$ cat src/rtl/mem_bridge_pkg.sv
// Shared definitions for the memory request bridge: channel state encoding,
// access size codes and the kseg0/kseg1 window used by the optional address map.
package mem_bridge_pkg;

    typedef enum logic [1:0] {
        CH_IDLE = 2'd0,
        CH_PEND = 2'd1,
        CH_WAIT = 2'd2
    } ch_state_t;

    localparam logic [1:0] SIZE_BYTE = 2'd0;
    localparam logic [1:0] SIZE_HALF = 2'd1;
    localparam logic [1:0] SIZE_WORD = 2'd2;

    localparam logic [2:0]  KSEG0_BASE = 3'b100;
    localparam logic [2:0]  KSEG1_BASE = 3'b101;
    localparam logic [31:0] KSEG_MASK  = 32'h1FFF_FFFF;

    // kseg0/kseg1 are unmapped windows onto the low 512 MB of physical space
    function automatic logic [31:0] kseg_map(input logic [31:0] va);
        if ((va[31:29] == KSEG0_BASE) || (va[31:29] == KSEG1_BASE)) begin
            return va & KSEG_MASK;
        end
        return va;
    endfunction

endpackage

$ cat src/rtl/mem_req_bridge_if.sv
// Pipelined sram-like master port: req/addr_ok request phase, in-order data_ok responses.
interface mem_req_bridge_if #(
    parameter int AW = 32,
    parameter int DW = 32
);
    logic          req;
    logic          wr;
    logic [1:0]    size;
    logic [3:0]    wstrb;
    logic [AW-1:0] addr;
    logic [DW-1:0] wdata;
    logic          addr_ok;
    logic          data_ok;
    logic [DW-1:0] rdata;

    modport master (
        output req, wr, size, wstrb, addr, wdata,
        input  addr_ok, data_ok, rdata
    );

    modport slave (
        input  req, wr, size, wstrb, addr, wdata,
        output addr_ok, data_ok, rdata
    );
endinterface

$ cat src/rtl/mem_bridge_tag_fifo.sv
// Outstanding-transaction tag FIFO: records which channel owns each accepted
// master request so in-order responses can be routed back.
module mem_bridge_tag_fifo #(
    parameter int DEPTH = 2,
    parameter int TW    = 1
) (
    input  logic          clk,
    input  logic          rst,
    input  logic          push,
    input  logic [TW-1:0] push_tag,
    input  logic          pop,
    output logic [TW-1:0] head_tag,
    output logic          full,
    output logic          empty
);
    localparam int PW = (DEPTH > 1) ? $clog2(DEPTH) : 1;
    localparam int CW = $clog2(DEPTH + 1);

    logic [TW-1:0] mem [DEPTH];
    logic [PW-1:0] wr_ptr;
    logic [PW-1:0] rd_ptr;
    logic [CW-1:0] count;

    function automatic logic [PW-1:0] ptr_inc(input logic [PW-1:0] p);
        return (p == PW'(DEPTH - 1)) ? '0 : p + 1'b1;
    endfunction

    assign full     = (count == CW'(DEPTH));
    assign empty    = (count == '0);
    assign head_tag = mem[rd_ptr];

    // tag storage needs no reset: entries are only read once pushed
    always_ff @(posedge clk) begin
        if (push) begin
            mem[wr_ptr] <= push_tag;
        end
    end

    // pointers and occupancy; simultaneous push/pop leaves count unchanged
    always_ff @(posedge clk) begin
        if (rst) begin
            wr_ptr <= '0;
            rd_ptr <= '0;
            count  <= '0;
        end else begin
            if (push) wr_ptr <= ptr_inc(wr_ptr);
            if (pop)  rd_ptr <= ptr_inc(rd_ptr);
            case ({push, pop})
                2'b10:   count <= count + CW'(1);
                2'b01:   count <= count - CW'(1);
                default: count <= count;
            endcase
        end
    end

endmodule

$ cat src/rtl/mem_req_bridge.sv
// Merges NCH stall-based core channels onto one pipelined sram-like master port.
// Round-robin arbitration, in-order response routing via the tag FIFO.
// Optional macro MEM_BRIDGE_KSEG_MAP_EN: fold kseg0/kseg1 addresses to physical at capture.
module mem_req_bridge
    import mem_bridge_pkg::*;
#(
    parameter int NCH   = 2,
    parameter int AW    = 32,
    parameter int DW    = 32,
    parameter int OUTST = 2
) (
    input  logic              clk,
    input  logic              rst,
    input  logic [NCH-1:0]    ch_req,
    input  logic [NCH-1:0]    ch_wr,
    input  logic [2*NCH-1:0]  ch_size,
    input  logic [4*NCH-1:0]  ch_wstrb,
    input  logic [AW*NCH-1:0] ch_addr,
    input  logic [DW*NCH-1:0] ch_wdata,
    output logic [NCH-1:0]    ch_stall,
    output logic [NCH-1:0]    ch_rvalid,
    output logic [DW*NCH-1:0] ch_rdata,
    mem_req_bridge_if.master  m,
    output logic              protocol_err
);
    localparam int TW = (NCH > 1) ? $clog2(NCH) : 1;

    ch_state_t     st         [NCH];
    logic          slot_wr    [NCH];
    logic [1:0]    slot_size  [NCH];
    logic [3:0]    slot_wstrb [NCH];
    logic [AW-1:0] slot_addr  [NCH];
    logic [DW-1:0] slot_wdata [NCH];

    logic [TW-1:0] rr_ptr;
    logic [TW-1:0] grant;
    logic [TW-1:0] lock_idx;
    logic          lock_vld;
    logic          any_pend;
    logic          hs;
    logic          pop;
    logic          fifo_full;
    logic          fifo_empty;
    logic [TW-1:0] head_tag;

`ifdef MEM_BRIDGE_KSEG_MAP_EN
    function automatic logic [AW-1:0] map_addr(input logic [AW-1:0] va);
        return kseg_map(va);
    endfunction
`else
    function automatic logic [AW-1:0] map_addr(input logic [AW-1:0] va);
        return va;
    endfunction
`endif

    // round-robin pick from rr_ptr; a grant refused by addr_ok stays locked until accepted
    always_comb begin
        any_pend = 1'b0;
        grant    = rr_ptr;
        for (int k = 0; k < NCH; k++) begin
            if (!any_pend && (st[(int'(rr_ptr) + k) % NCH] == CH_PEND)) begin
                any_pend = 1'b1;
                grant    = TW'((int'(rr_ptr) + k) % NCH);
            end
        end
        if (lock_vld) grant = lock_idx;
    end

    assign m.req   = any_pend & ~fifo_full;
    assign m.wr    = slot_wr[grant];
    assign m.size  = slot_size[grant];
    assign m.wstrb = slot_wstrb[grant];
    assign m.addr  = slot_addr[grant];
    assign m.wdata = slot_wdata[grant];

    assign hs  = m.req & m.addr_ok;
    assign pop = m.data_ok & ~fifo_empty;

    assign ch_rdata = {NCH{m.rdata}};

    // route each popped response to the channel recorded at the FIFO head
    always_comb begin
        ch_rvalid = '0;
        for (int i = 0; i < NCH; i++) begin
            ch_rvalid[i] = pop && (head_tag == TW'(i));
        end
    end

    // stall until the cycle the channel's response arrives
    always_comb begin
        ch_stall = '0;
        for (int i = 0; i < NCH; i++) begin
            ch_stall[i] = ((st[i] == CH_IDLE) && ch_req[i]) ||
                          (st[i] == CH_PEND) ||
                          ((st[i] == CH_WAIT) && !ch_rvalid[i]);
        end
    end

    // per-channel FSM; request fields are captured on leaving IDLE and frozen until back
    always_ff @(posedge clk) begin
        if (rst) begin
            for (int i = 0; i < NCH; i++) st[i] <= CH_IDLE;
        end else begin
            for (int i = 0; i < NCH; i++) begin
                case (st[i])
                    CH_IDLE: if (ch_req[i]) begin
                        st[i]         <= CH_PEND;
                        slot_wr[i]    <= ch_wr[i];
                        slot_size[i]  <= ch_size[2*i +: 2];
                        slot_wstrb[i] <= ch_wstrb[4*i +: 4];
                        slot_addr[i]  <= map_addr(ch_addr[AW*i +: AW]);
                        slot_wdata[i] <= ch_wdata[DW*i +: DW];
                    end
                    CH_PEND: if (hs && (grant == TW'(i))) st[i] <= CH_WAIT;
                    CH_WAIT: if (ch_rvalid[i]) st[i] <= CH_IDLE;
                    default: st[i] <= CH_IDLE;
                endcase
            end
        end
    end

    // arbiter pointer, grant lock and sticky protocol error
    always_ff @(posedge clk) begin
        if (rst) begin
            rr_ptr       <= '0;
            lock_vld     <= 1'b0;
            lock_idx     <= '0;
            protocol_err <= 1'b0;
        end else begin
            if (hs) begin
                rr_ptr   <= (grant == TW'(NCH - 1)) ? '0 : grant + 1'b1;
                lock_vld <= 1'b0;
            end else if (m.req) begin
                lock_vld <= 1'b1;
                lock_idx <= grant;
            end
            if (m.data_ok && fifo_empty) protocol_err <= 1'b1;
        end
    end

    mem_bridge_tag_fifo #(
        .DEPTH (OUTST),
        .TW    (TW)
    ) u_tag_fifo (
        .clk      (clk),
        .rst      (rst),
        .push     (hs),
        .push_tag (grant),
        .pop      (pop),
        .head_tag (head_tag),
        .full     (fifo_full),
        .empty    (fifo_empty)
    );

endmodule

$ cat src/flat_wrapper.sv
// flat-port wrapper written by rule: the top's interface ports become plain ports
module mem_req_bridge_flat import mem_bridge_pkg::*;
#(
    parameter int NCH   = 2,
    parameter int AW    = 32,
    parameter int DW    = 32,
    parameter int OUTST = 2
)
  (clk, rst, ch_req, ch_wr, ch_size, ch_wstrb, ch_addr, ch_wdata, ch_stall, ch_rvalid, ch_rdata, protocol_err, m_req, m_wr, m_size, m_wstrb, m_addr, m_wdata, m_addr_ok, m_data_ok, m_rdata);
  mem_req_bridge_if #(.AW(AW), .DW(DW)) m_i ();
  input  logic clk;
  input  logic rst;
  input  logic [NCH-1:0] ch_req;
  input  logic [NCH-1:0] ch_wr;
  input  logic [2*NCH-1:0] ch_size;
  input  logic [4*NCH-1:0] ch_wstrb;
  input  logic [AW*NCH-1:0] ch_addr;
  input  logic [DW*NCH-1:0] ch_wdata;
  output logic [NCH-1:0] ch_stall;
  output logic [NCH-1:0] ch_rvalid;
  output logic [DW*NCH-1:0] ch_rdata;
  output logic protocol_err;
  output wire logic [$bits(m_i.req)-1:0] m_req;
  output wire logic [$bits(m_i.wr)-1:0] m_wr;
  output wire logic [$bits(m_i.size)-1:0] m_size;
  output wire logic [$bits(m_i.wstrb)-1:0] m_wstrb;
  output wire logic [$bits(m_i.addr)-1:0] m_addr;
  output wire logic [$bits(m_i.wdata)-1:0] m_wdata;
  input wire logic [$bits(m_i.addr_ok)-1:0] m_addr_ok;
  input wire logic [$bits(m_i.data_ok)-1:0] m_data_ok;
  input wire logic [$bits(m_i.rdata)-1:0] m_rdata;
  assign m_req = m_i.req;
  assign m_wr = m_i.wr;
  assign m_size = m_i.size;
  assign m_wstrb = m_i.wstrb;
  assign m_addr = m_i.addr;
  assign m_wdata = m_i.wdata;
  assign m_i.addr_ok = m_addr_ok;
  assign m_i.data_ok = m_data_ok;
  assign m_i.rdata = m_rdata;
  mem_req_bridge #(.NCH(NCH), .AW(AW), .DW(DW), .OUTST(OUTST)) u_core (.clk(clk), .rst(rst), .ch_req(ch_req), .ch_wr(ch_wr), .ch_size(ch_size), .ch_wstrb(ch_wstrb), .ch_addr(ch_addr), .ch_wdata(ch_wdata), .ch_stall(ch_stall), .ch_rvalid(ch_rvalid), .ch_rdata(ch_rdata), .m(m_i), .protocol_err(protocol_err));
endmodule
$ cat config.mk
export PLATFORM = sky130hd
export DESIGN_NAME = mem_req_bridge_flat
export DESIGN_NICKNAME = d
export VERILOG_FILES = /design/src/rtl/mem_bridge_pkg.sv /design/src/rtl/mem_req_bridge_if.sv /design/src/rtl/mem_bridge_tag_fifo.sv /design/src/rtl/mem_req_bridge.sv /design/src/flat_wrapper.sv
export SDC_FILE = /design/constraint.sdc
export NUM_CORES = 1
export LEC_CHECK = 0
export CAP_MARGIN = 10
export CORE_ASPECT_RATIO = 0.9
export CORE_MARGIN = 2
export CORE_UTILIZATION = 41
export CTS_CLUSTER_DIAMETER = 40
export DETAILED_ROUTE_END_ITERATION = 6
export PLACE_DENSITY = 0.81
export SLEW_MARGIN = 20
export SYNTH_ARGS = -nofsm -noshare
export SYNTH_HDL_FRONTEND = slang
export SYNTH_SLANG_ARGS = --single-unit
$ cat constraint.sdc
create_clock -name clk -period 11.6 [get_ports clk]
set_clock_uncertainty 0.1 [all_clocks]
set_input_delay 1.74 -clock clk [delete_from_list [all_inputs] [get_ports clk]]
set_output_delay 1.74 -clock clk [all_outputs]
set_load 0.01 [all_outputs]
==> results of run 1 <==
-- final cells by class --
| class | count | area share |
|---|---|---|
| clock buffers | 17 | 0.04699 |
| clock inverters | 15 | 0.01493 |
| inverters | 11 | 0.004561 |
| multi-input cells | 144 | 0.1426 |
| flip-flops and latches | 158 | 0.5120 |
| well taps | 202 | 0.02792 |
| repair buffers | 228 | 0.2510 |
-- logic make-up after synthesis --
group                      count (synthesis)
adders and majority gates                  1
AOI/OAI and AO/OA                         34
DFF                                      158
and+or+nand+nor                           34
xor gates and xnor gates                   3
muxes                                     72
buffers and inverters                     86
-- metal layers --
metal | GRT usage | wire length [um] | vias up
li1 | - | - | 1732
met1 | 0.1903 | 5228 | 1869
met2 | 0.3322 | 8466 | 260
met3 | 0.07708 | 1677 | 31
met4 | 0.08376 | 425 | 0
met5 | 0 | 0 | -
-- critical path, stage by stage --
cell                              delay (ns)
sky130_fd_sc_hd__clkdlybuf4s50_1        0.43
sky130_fd_sc_hd__o21ai_0                0.16
sky130_fd_sc_hd__inv_1                  0.16
sky130_fd_sc_hd__a21oi_1                0.28
sky130_fd_sc_hd__nand2_1                0.08
sky130_fd_sc_hd__o21ai_0                0.08
sky130_fd_sc_hd__clkdlybuf4s50_1        0.56
-- stage by stage --
step | worst slack, ns | area (um^2) | hold slack, ns | util
6_report | 6.271 | 9052 | 0.3688 | 0.5842
5_1_grt | 6.107 | 9052 | 0.4310 | 0.5842
4_1_cts | 6.274 | 9052 | 0.3768 | 0.5842
3_5_place_dp | 6.292 | 8492 | 0.3572 | 0.5480
3_3_place_gp | 6.305 | 8492 | 0.3627 | 0.5480
2_1_floorplan | 1.237 | 6510 | 0.3766 | -
-- power breakdown --
| group | internal (mW) | total (mW) | switching [mW] |
|---|---|---|---|
| logic | 0.287 | 0.510 | 0.223 |
| registers | 0.673 | 0.695 | 0.0224 |
| clock network | 0.299 | 0.528 | 0.230 |
| total | 1.26 | 1.73 | 0.475 |
-- flip-flops by register name (all words and copies together), names as in the netlist, named ones only --
register and cells:
u_core.protocol_err 1, u_core.slot_addr 64, u_core.slot_wstrb 8, u_core.slot_wr 2
u_core.slot_size 4, u_core.slot_wdata 64, u_core.u_tag_fifo.mem 2, u_core.st 4
u_core.u_tag_fifo.wr_ptr 1, u_core.u_tag_fifo.count 2, u_core.u_tag_fifo.rd_ptr 1, u_core.lock_idx 1
u_core.rr_ptr 1, u_core.lock_vld 1
-- placed cells by master, fill, tap and decap left out, types with 6 or more instances in the layout --
| cell | n |
|---|---|
| sky130_fd_sc_hd__nor2_1 | 11 |
| sky130_fd_sc_hd__clkdlybuf4s50_1 | 224 |
| sky130_fd_sc_hd__inv_1 | 11 |
| sky130_fd_sc_hd__mux2_2 | 36 |
| sky130_fd_sc_hd__edfxtp_1 | 147 |
| sky130_fd_sc_hd__a21oi_1 | 11 |
| sky130_fd_sc_hd__dfxtp_1 | 11 |
| sky130_fd_sc_hd__mux2_1 | 35 |
| sky130_fd_sc_hd__clkbuf_16 | 17 |
| sky130_fd_sc_hd__o21ai_0 | 6 |
-- worst max path at each step --
stage,from,endpoint,slack [ns],cells past startpoint
after floorplan,rst,u_core.st[0][0]$_SDFFCE_PP0P_,1.24,4
final,m_data_ok,ch_stall[0],6.27,7
after global routing,m_data_ok,ch_stall[0],6.11,7
after detailed placement,m_data_ok,ch_stall[0],6.29,7
after global placement,m_data_ok,ch_stall[0],6.30,7
after CTS,m_data_ok,ch_stall[0],6.27,7
==> reports/results.txt, run 1 <==
The share of post-route cells with drive strength above 1 came out at 0.1344. Max-cap violations in this run came to 0. The logs give 3.49 ns for the arrival time reported for the critical path endpoint and 0 for the DRC violation count after routing. Counting tap cells, the placed design contains a total of 743 instances. The tightest min-delay check is of the flop to flop type. After clock tree synthesis, the clock-pin slew on the worst setup and hold paths is 0.06 ns. The register area share after synthesis was 0.7119. TritonCTS built the clock tree. The total overflow left after global routing is 0. Slew at the pin closest to its max-slew limit: 1.046 ns.

The die is 123.5 um tall. Sorting the synthesized cells by area gives the leading types as sky130_fd_sc_hd__edfxtp_1, sky130_fd_sc_hd__buf_4, sky130_fd_sc_hd__mux2_2. Endpoint of the worst hold path: u_core.protocol_err$_SDFFE_PP0P_.

The tools report the number of nets in the finished design as 741. The critical path is of the input pin to output port type. The number of enable-type register cells in the synthesized netlist was 147; the global-route wire length before repair was 22830 um. The share of the synthesized area in compound gates (AO/OA/AOI/OAI) came out at 0.03594. 0 antenna diodes ended up in the layout. The starting utilization of the core area was 0.4201; the detailed-route wire length per cell was 20.38 um. In this run the static leakage power is 3.106 nW.

sky130_fd_sc_hd__edfxtp_1 takes more of the synthesized area than any other cell. Among all flip-flop cells after synthesis, the most frequent one is sky130_fd_sc_hd__edfxtp_1. The tree built by TritonCTS fans out to 158 sinks.

The run gives 4117 as the via count of the first global-routing pass. The die covers 0.01690 mm^2. Dividing the detail-routed via count by the number of cells gives 5.022. Worst hold path startpoint: u_core.protocol_err$_SDFFE_PP0P_.

The async set-or-reset flop fraction in the synthesized netlist was 0; the count of pins on the block boundary was 321. The startpoint identified for the worst register-to-register timing path is u_core.st[0][0]$_SDFFCE_PP0P_. Hold-critical path depth: 2. The netlist uses 41 different library cells. Summing over every cut layer, the via total after detailed routing is 3892. Of all nets on the critical path, the largest fanout is 4.

The number of nets handed over by synthesis was 569. The run gives 0.001291 mm^2 as the area used by multi-input combinational logic. During placement, the flow inserted port buffers numbering 224. The run gives 9.76 ns as the data required time of the worst path. Ranked by instance count, the synthesized netlist is headed by sky130_fd_sc_hd__edfxtp_1, sky130_fd_sc_hd__buf_4, sky130_fd_sc_hd__mux2_2. Setup total negative slack on the finished layout was measured at 0 ns.

Setup repair after global routing left no endpoint under its margin. The average footprint of a synthesized cell works out to 16.78 um^2. The library cell with the highest instance count after synthesis is sky130_fd_sc_hd__edfxtp_1. The run gives 0 as the number of gates resized after cts. The number of buffers created by CTS was 17. For the fill cell total of the finished layout, the log shows 1150. The fraction of the mapped netlist area in simple logic gates works out to 0.02825.

For the number of pins exceeding their max-slew limit in the final report, the log shows 0. By area, the combinational part of the netlist is dominated by multiplexers. The floorplan step defined a core boundary enclosing 0.01549 mm^2. The cell area that synthesis handed to floorplanning was 0.006510 mm^2.

The global router's overall resource usage came out at 0.1859. Count of standard-cell rows: 43. The power density over cell area was 191.5 mW/mm^2. The run gives 0 as the count of buffers added by post-CTS timing repair for setup. CTS placed an instance of sky130_fd_sc_hd__clkbuf_16 at the clock tree root.

The run gives 1.733 mW as the power consumption. The proportion of netlist area held by the largest area contributor works out to 0.6781. The number of antenna violations at the first check in global routing came out at 0. The post-synthesis share of cell area spent on full adders, half adders and majority gates is 0.001922, and the reg-to-reg setup timing slack is 8.74 ns.

Before antenna repair, the detailed router went through 4 iterations. Category of the worst setup path launch point: an input pin. Endpoint of the lowest-slack register-to-register path: u_core.slot_wdata[0][28]$_DFFE_PP_. The maximum root-to-sink buffer count was 2; the worst relative slew slack was 0.3030. The worst-case IR drop observed on VDD is 0.1044 mV. The final hold violation count is 0, and the area share of xor/xnor cells in the synthesized design is 0.004036. The later pin in the worst-skew pair is clocked with a latency of 0.42 ns. The run gives 78 as the maximum number of pins on one net before global-route repair. The worst register-to-register path has a depth of 3. Once detail routing completed, the nets flagged for antenna violations numbered 0. The floorplan step set the die width to 136.8 um. Based on the critical path, the design can be clocked at up to 187.6 MHz. After the first detailed-routing iteration, the DRC count stood at 322. The sum of routed wire length over all layers came out at 15800 um.

Across the whole layout, storage elements account for 0.004634 mm^2. For the count of hold buffers inserted by post-cts repair, the log shows 0. The share of synthesized area spent on multiplexers is 0.1244, and the detailed-placement wirelength estimate is 11440 um. The area growth from synthesis to layout is 39.05%. The final clock period utilization by the worst path is 0.4594, and the synthesis warning total is 0.

The flow ran to the end, and the final reports show no timing, DRC or antenna violations. Synthesis produced a netlist whose cell count is 388. Once layout is complete, the cells apart from fillers number 775. Setup violations remaining at the end of the flow were counted as 0. Counting flops and latches in the post-synthesis netlist gives 158.

The minimum clock period after layout was 5.329 ns; the number of levels the H-tree was split into was 4. Routability-driven placement finished with a final weighted congestion of 0.7927. The worst setup path is captured at an output port.
Note: power is estimated with default switching activity, not from simulation.
==> inputs of run 2 (changes only) <==
--- a/config.mk
+++ b/config.mk
@@ -8,10 +8,10 @@
 export CAP_MARGIN = 10
 export CORE_ASPECT_RATIO = 0.9
 export CORE_MARGIN = 2
-export CORE_UTILIZATION = 41
+export CORE_UTILIZATION = 37
 export CTS_CLUSTER_DIAMETER = 40
 export DETAILED_ROUTE_END_ITERATION = 6
-export PLACE_DENSITY = 0.81
+export PLACE_DENSITY = 0.77
 export SLEW_MARGIN = 20
 export SYNTH_ARGS = -nofsm -noshare
 export SYNTH_HDL_FRONTEND = slang
==> constraint.sdc (replaced) <==
create_clock -name clk -period 4.6 [get_ports clk]
set_clock_uncertainty 0.1 [all_clocks]
set_input_delay 0.69 -clock clk [delete_from_list [all_inputs] [get_ports clk]]
set_output_delay 0.69 -clock clk [all_outputs]
set_load 0.01 [all_outputs]
==> run 2 against run 1 <==
Against the previous run: critical path depth decreased by 1; wire length rose by 0.44%; via count is 2.0% lower; setup slack worse by 5.5 ns; non-clock buffer count rose by 2; cell area rose by 1.2%; sequential power increased to 2.5 times the previous value; combinational power rose to 2.5 times the previous value.
==> reports/results.txt, run 2 (same netlist as run 1, synthesis figures left out) <==
Floorplan die area: 0.01867 mm^2 (+10%). The logs give 0 (unchanged) for the number of gates resized after cts and 0 (unchanged) for the number of antenna violations at the first check in global routing. The worst-case vdd ir drop is 0.2837 mV (+170%), and the share of post-route cells with drive strength above 1 is 0.1376 (+0.003250). The clock sink count is 158 (unchanged). The per-cell via count in the routed design is 4.714 (-6.1%). The power density over cell area was 479.7 mW/mm^2 (+150%). The total negative slack is 0 ns (unchanged). The maximum number of pins on one net before global-route repair is 72 (-7.7%), and the largest fanout of any net on the critical path is 47 (+43). The tools report the maximum root-to-sink buffer count as 2 (unchanged). The via count of the first global-routing pass was 4149 (+0.78%). The global-route wire length before repair came out at 22740 um (-0.36%).

The fill cell total of the finished layout was 1375 (+20%); the insertion delay of the later-clocked pin in the worst-skew pair was 0.42 ns (about the same). The vertical extent of the die came out at 129.8 um (+5.1%). The flow ran to the end, and the final reports show no timing, DRC or antenna violations. The count of standard-cell rows came out at 45 (+4.7%). The number of buffers created by CTS is 17 (unchanged), and the width of the die is 143.8 um (+5.1%). The logs give 3.81 ns (-5.95 ns) for the data required time of the worst path and 0.7500 ns (-5.521 ns) for the final critical-path setup slack.

For the arrival time reported for the critical path endpoint, the log shows 3.06 ns (-0.43 ns). The placement-stage cell area was 0.008587 mm^2 (+1.1%). Leading cell type in the layout, fill and taps excluded: sky130_fd_sc_hd__clkdlybuf4s50_1. The footprint of the flip-flops and latches was 0.004634 mm^2 (unchanged). The length in cells of the worst reg-to-reg path was 7 (+4). The number of pins exceeding their max-slew limit in the final report was 0 (unchanged).

The sum of routed wire length over all layers is 15870 um (+0.44%), and the count of hold buffers inserted by post-cts repair is 0 (unchanged). Setup repair after global routing left no endpoint under its margin. The tools report the area of the core as 0.01706 mm^2 (+10%). The final clock period utilization by the worst path was 0.8370; the count of pins on the block boundary was 321 (unchanged). Slew at the pin closest to its max-slew limit: 0.6561 ns (-0.3894 ns).

The relative area change from synthesis to final layout was 40.73%. The number of antenna repair diodes is 0 (unchanged), and the number of max-cap violations is 0 (unchanged). The number of buffers inserted by port buffering came out at 224 (unchanged). The number of levels the H-tree was split into is 4 (unchanged). The largest registers in the layout are u_core.slot_addr: 64 flops, u_core.slot_wdata: 64 flops, u_core.slot_wstrb: 8 flops. The logs give 1.86 ns (-6.88 ns) for the reg-to-reg setup timing slack and 0.001300 mm^2 (+0.68%) for the area used by multi-input combinational logic. TritonCTS built the clock tree.

Library cell used as clock root buffer: sky130_fd_sc_hd__clkbuf_16. The global router's overall resource usage was 0.1676 (-0.01833). In the layout the commonest cells are sky130_fd_sc_hd__clkdlybuf4s50_1, sky130_fd_sc_hd__edfxtp_1, sky130_fd_sc_hd__mux2_2, sky130_fd_sc_hd__mux2_1, sky130_fd_sc_hd__clkbuf_16. The worst min-delay path category is flop to flop.

The post-layout utilization of the core was 0.5370 (-0.04722); the clock transition at the registers of the reported paths was 0.07 ns (about the same). The post-route cell area was 0.009161 mm^2 (+1.2%). The detailed-placement wirelength estimate was 11550 um (+0.96%); the detailed-route wire length per cell was 19.61 um (-3.8%). The final-report setup violation count came out at 0 (unchanged). The tools report the DRC violation count after routing as 0 (unchanged). The routability-driven placement congestion ratio was 0.7967 (+0.50%). The endpoint of the lowest-slack register-to-register path is u_core.u_tag_fifo.count[1]$_SDFFE_PP0P_. The residual antenna-violating net count after detailed routing was 0 (unchanged); the number of search-and-repair iterations in the first detailed-routing pass was 4 (unchanged).

The tools report the element type at the critical path end as an output port. The tools report the leakage power summed over all cells as 3.127 nW (+0.68%). The class of the most critical setup path was flop to output port. For the initial detailed-routing violation count, the log shows 185 (-43%). The final global-route overflow total is 0 (unchanged). The count of buffers added by post-CTS timing repair for setup was 0 (unchanged); the hold-critical path depth was 2 (unchanged).

The post-route worst hold slack is 0.3753 ns (+0.006446 ns). The tools report the endpoint of the worst hold path as u_core.protocol_err$_SDFFE_PP0P_. Based on the critical path, the design can be clocked at up to 259.7 MHz. For the number of nets in the finished design, the log shows 743 (+0.27%). Worst hold path startpoint: u_core.protocol_err$_SDFFE_PP0P_. The final hold violation count is 0 (unchanged), and the worst relative slew slack is 0.5626 (+0.2596).

The starting utilization of the core area is 0.3816 (-0.03855). The minimum clock period after layout came out at 3.850 ns. STA classifies the critical path startpoint as a flop. The total number of vias was 3814 (-2.0%). The post-placement worst setup slack is 1.184 ns (-5.109 ns). The startpoint of the most critical register-to-register path was u_core.st[0][1]$_SDFFCE_PP0P_.
==> run 2: cell count changes in the layout (fill, tap and decap cells not counted), sizes merged <==
cell      change
buf           +2
clkinv        -3
clkbuf        +1
clkinvlp      +1
==> run 2: layout make-up <==
cell class,count,area share
clock buffer,18,0.04685
clock inverter,13,0.01420
inverter,11,0.004507
multi-input combinational,144,0.1419
sequential,158,0.5059
tap,235,0.03210
timing repair buffer,230,0.2546
==> run 2: worst max path at each step <==
stage	start	endpoint	slack (ns)	cells past startpoint
final	u_core.st[0][1]$_SDFFCE_PP0P_	m_addr[24]	0.75	6
after floorplan	rst	u_core.st[0][0]$_SDFFCE_PP0P_	0.84	4
after global placement	u_core.st[0][1]$_SDFFCE_PP0P_	m_addr[24]	1.20	6
after detailed placement	u_core.st[0][1]$_SDFFCE_PP0P_	m_addr[24]	1.18	6
after CTS	u_core.st[0][1]$_SDFFCE_PP0P_	m_addr[24]	0.69	6
after global routing	u_core.st[0][1]$_SDFFCE_PP0P_	m_addr[24]	0.56	6
==> run 2: per-stage QoR <==
stage	std cells	power, mW
4_1_cts	808	4.440
2_1_floorplan	388	2.501
5_1_grt	809	4.578
3_3_place_gp	777	3.057
3_5_place_dp	777	3.080
6_report	809	4.395
==> run 2: metal layers <==
| layer | GRT usage | share of wire | wire length, um | vias to the layer above |
|---|---|---|---|---|
| met1 | 0.1691 | 0.34 | 5465 | 1821 |
| met3 | 0.06128 | 0.093 | 1470 | 37 |
| met2 | 0.3062 | 0.53 | 8429 | 224 |
| li1 | - | - | - | 1732 |
| met4 | 0.08247 | 0.032 | 501 | 0 |
| met5 | 0 | 0 | 0 | - |
==> run 2: where the power goes <==
part	leakage, nW	total, mW	internal (mW)	switching (mW)
sequential	1.45	1.75	1.70	0.0556
combinational	1.41	1.30	0.733	0.564
clock	0.273	1.35	0.755	0.591
total	3.13	4.39	3.18	1.21
==> run 2: worst max-delay path, stage by stage (launching register included) <==
cell                              delay [ns]
sky130_fd_sc_hd__edfxtp_1               0.55
sky130_fd_sc_hd__nand2b_1               0.20
sky130_fd_sc_hd__nand2_1                0.11
sky130_fd_sc_hd__a221oi_4               0.25
sky130_fd_sc_hd__buf_4                  0.57
sky130_fd_sc_hd__mux2_1                 0.41
sky130_fd_sc_hd__clkdlybuf4s50_1        0.54
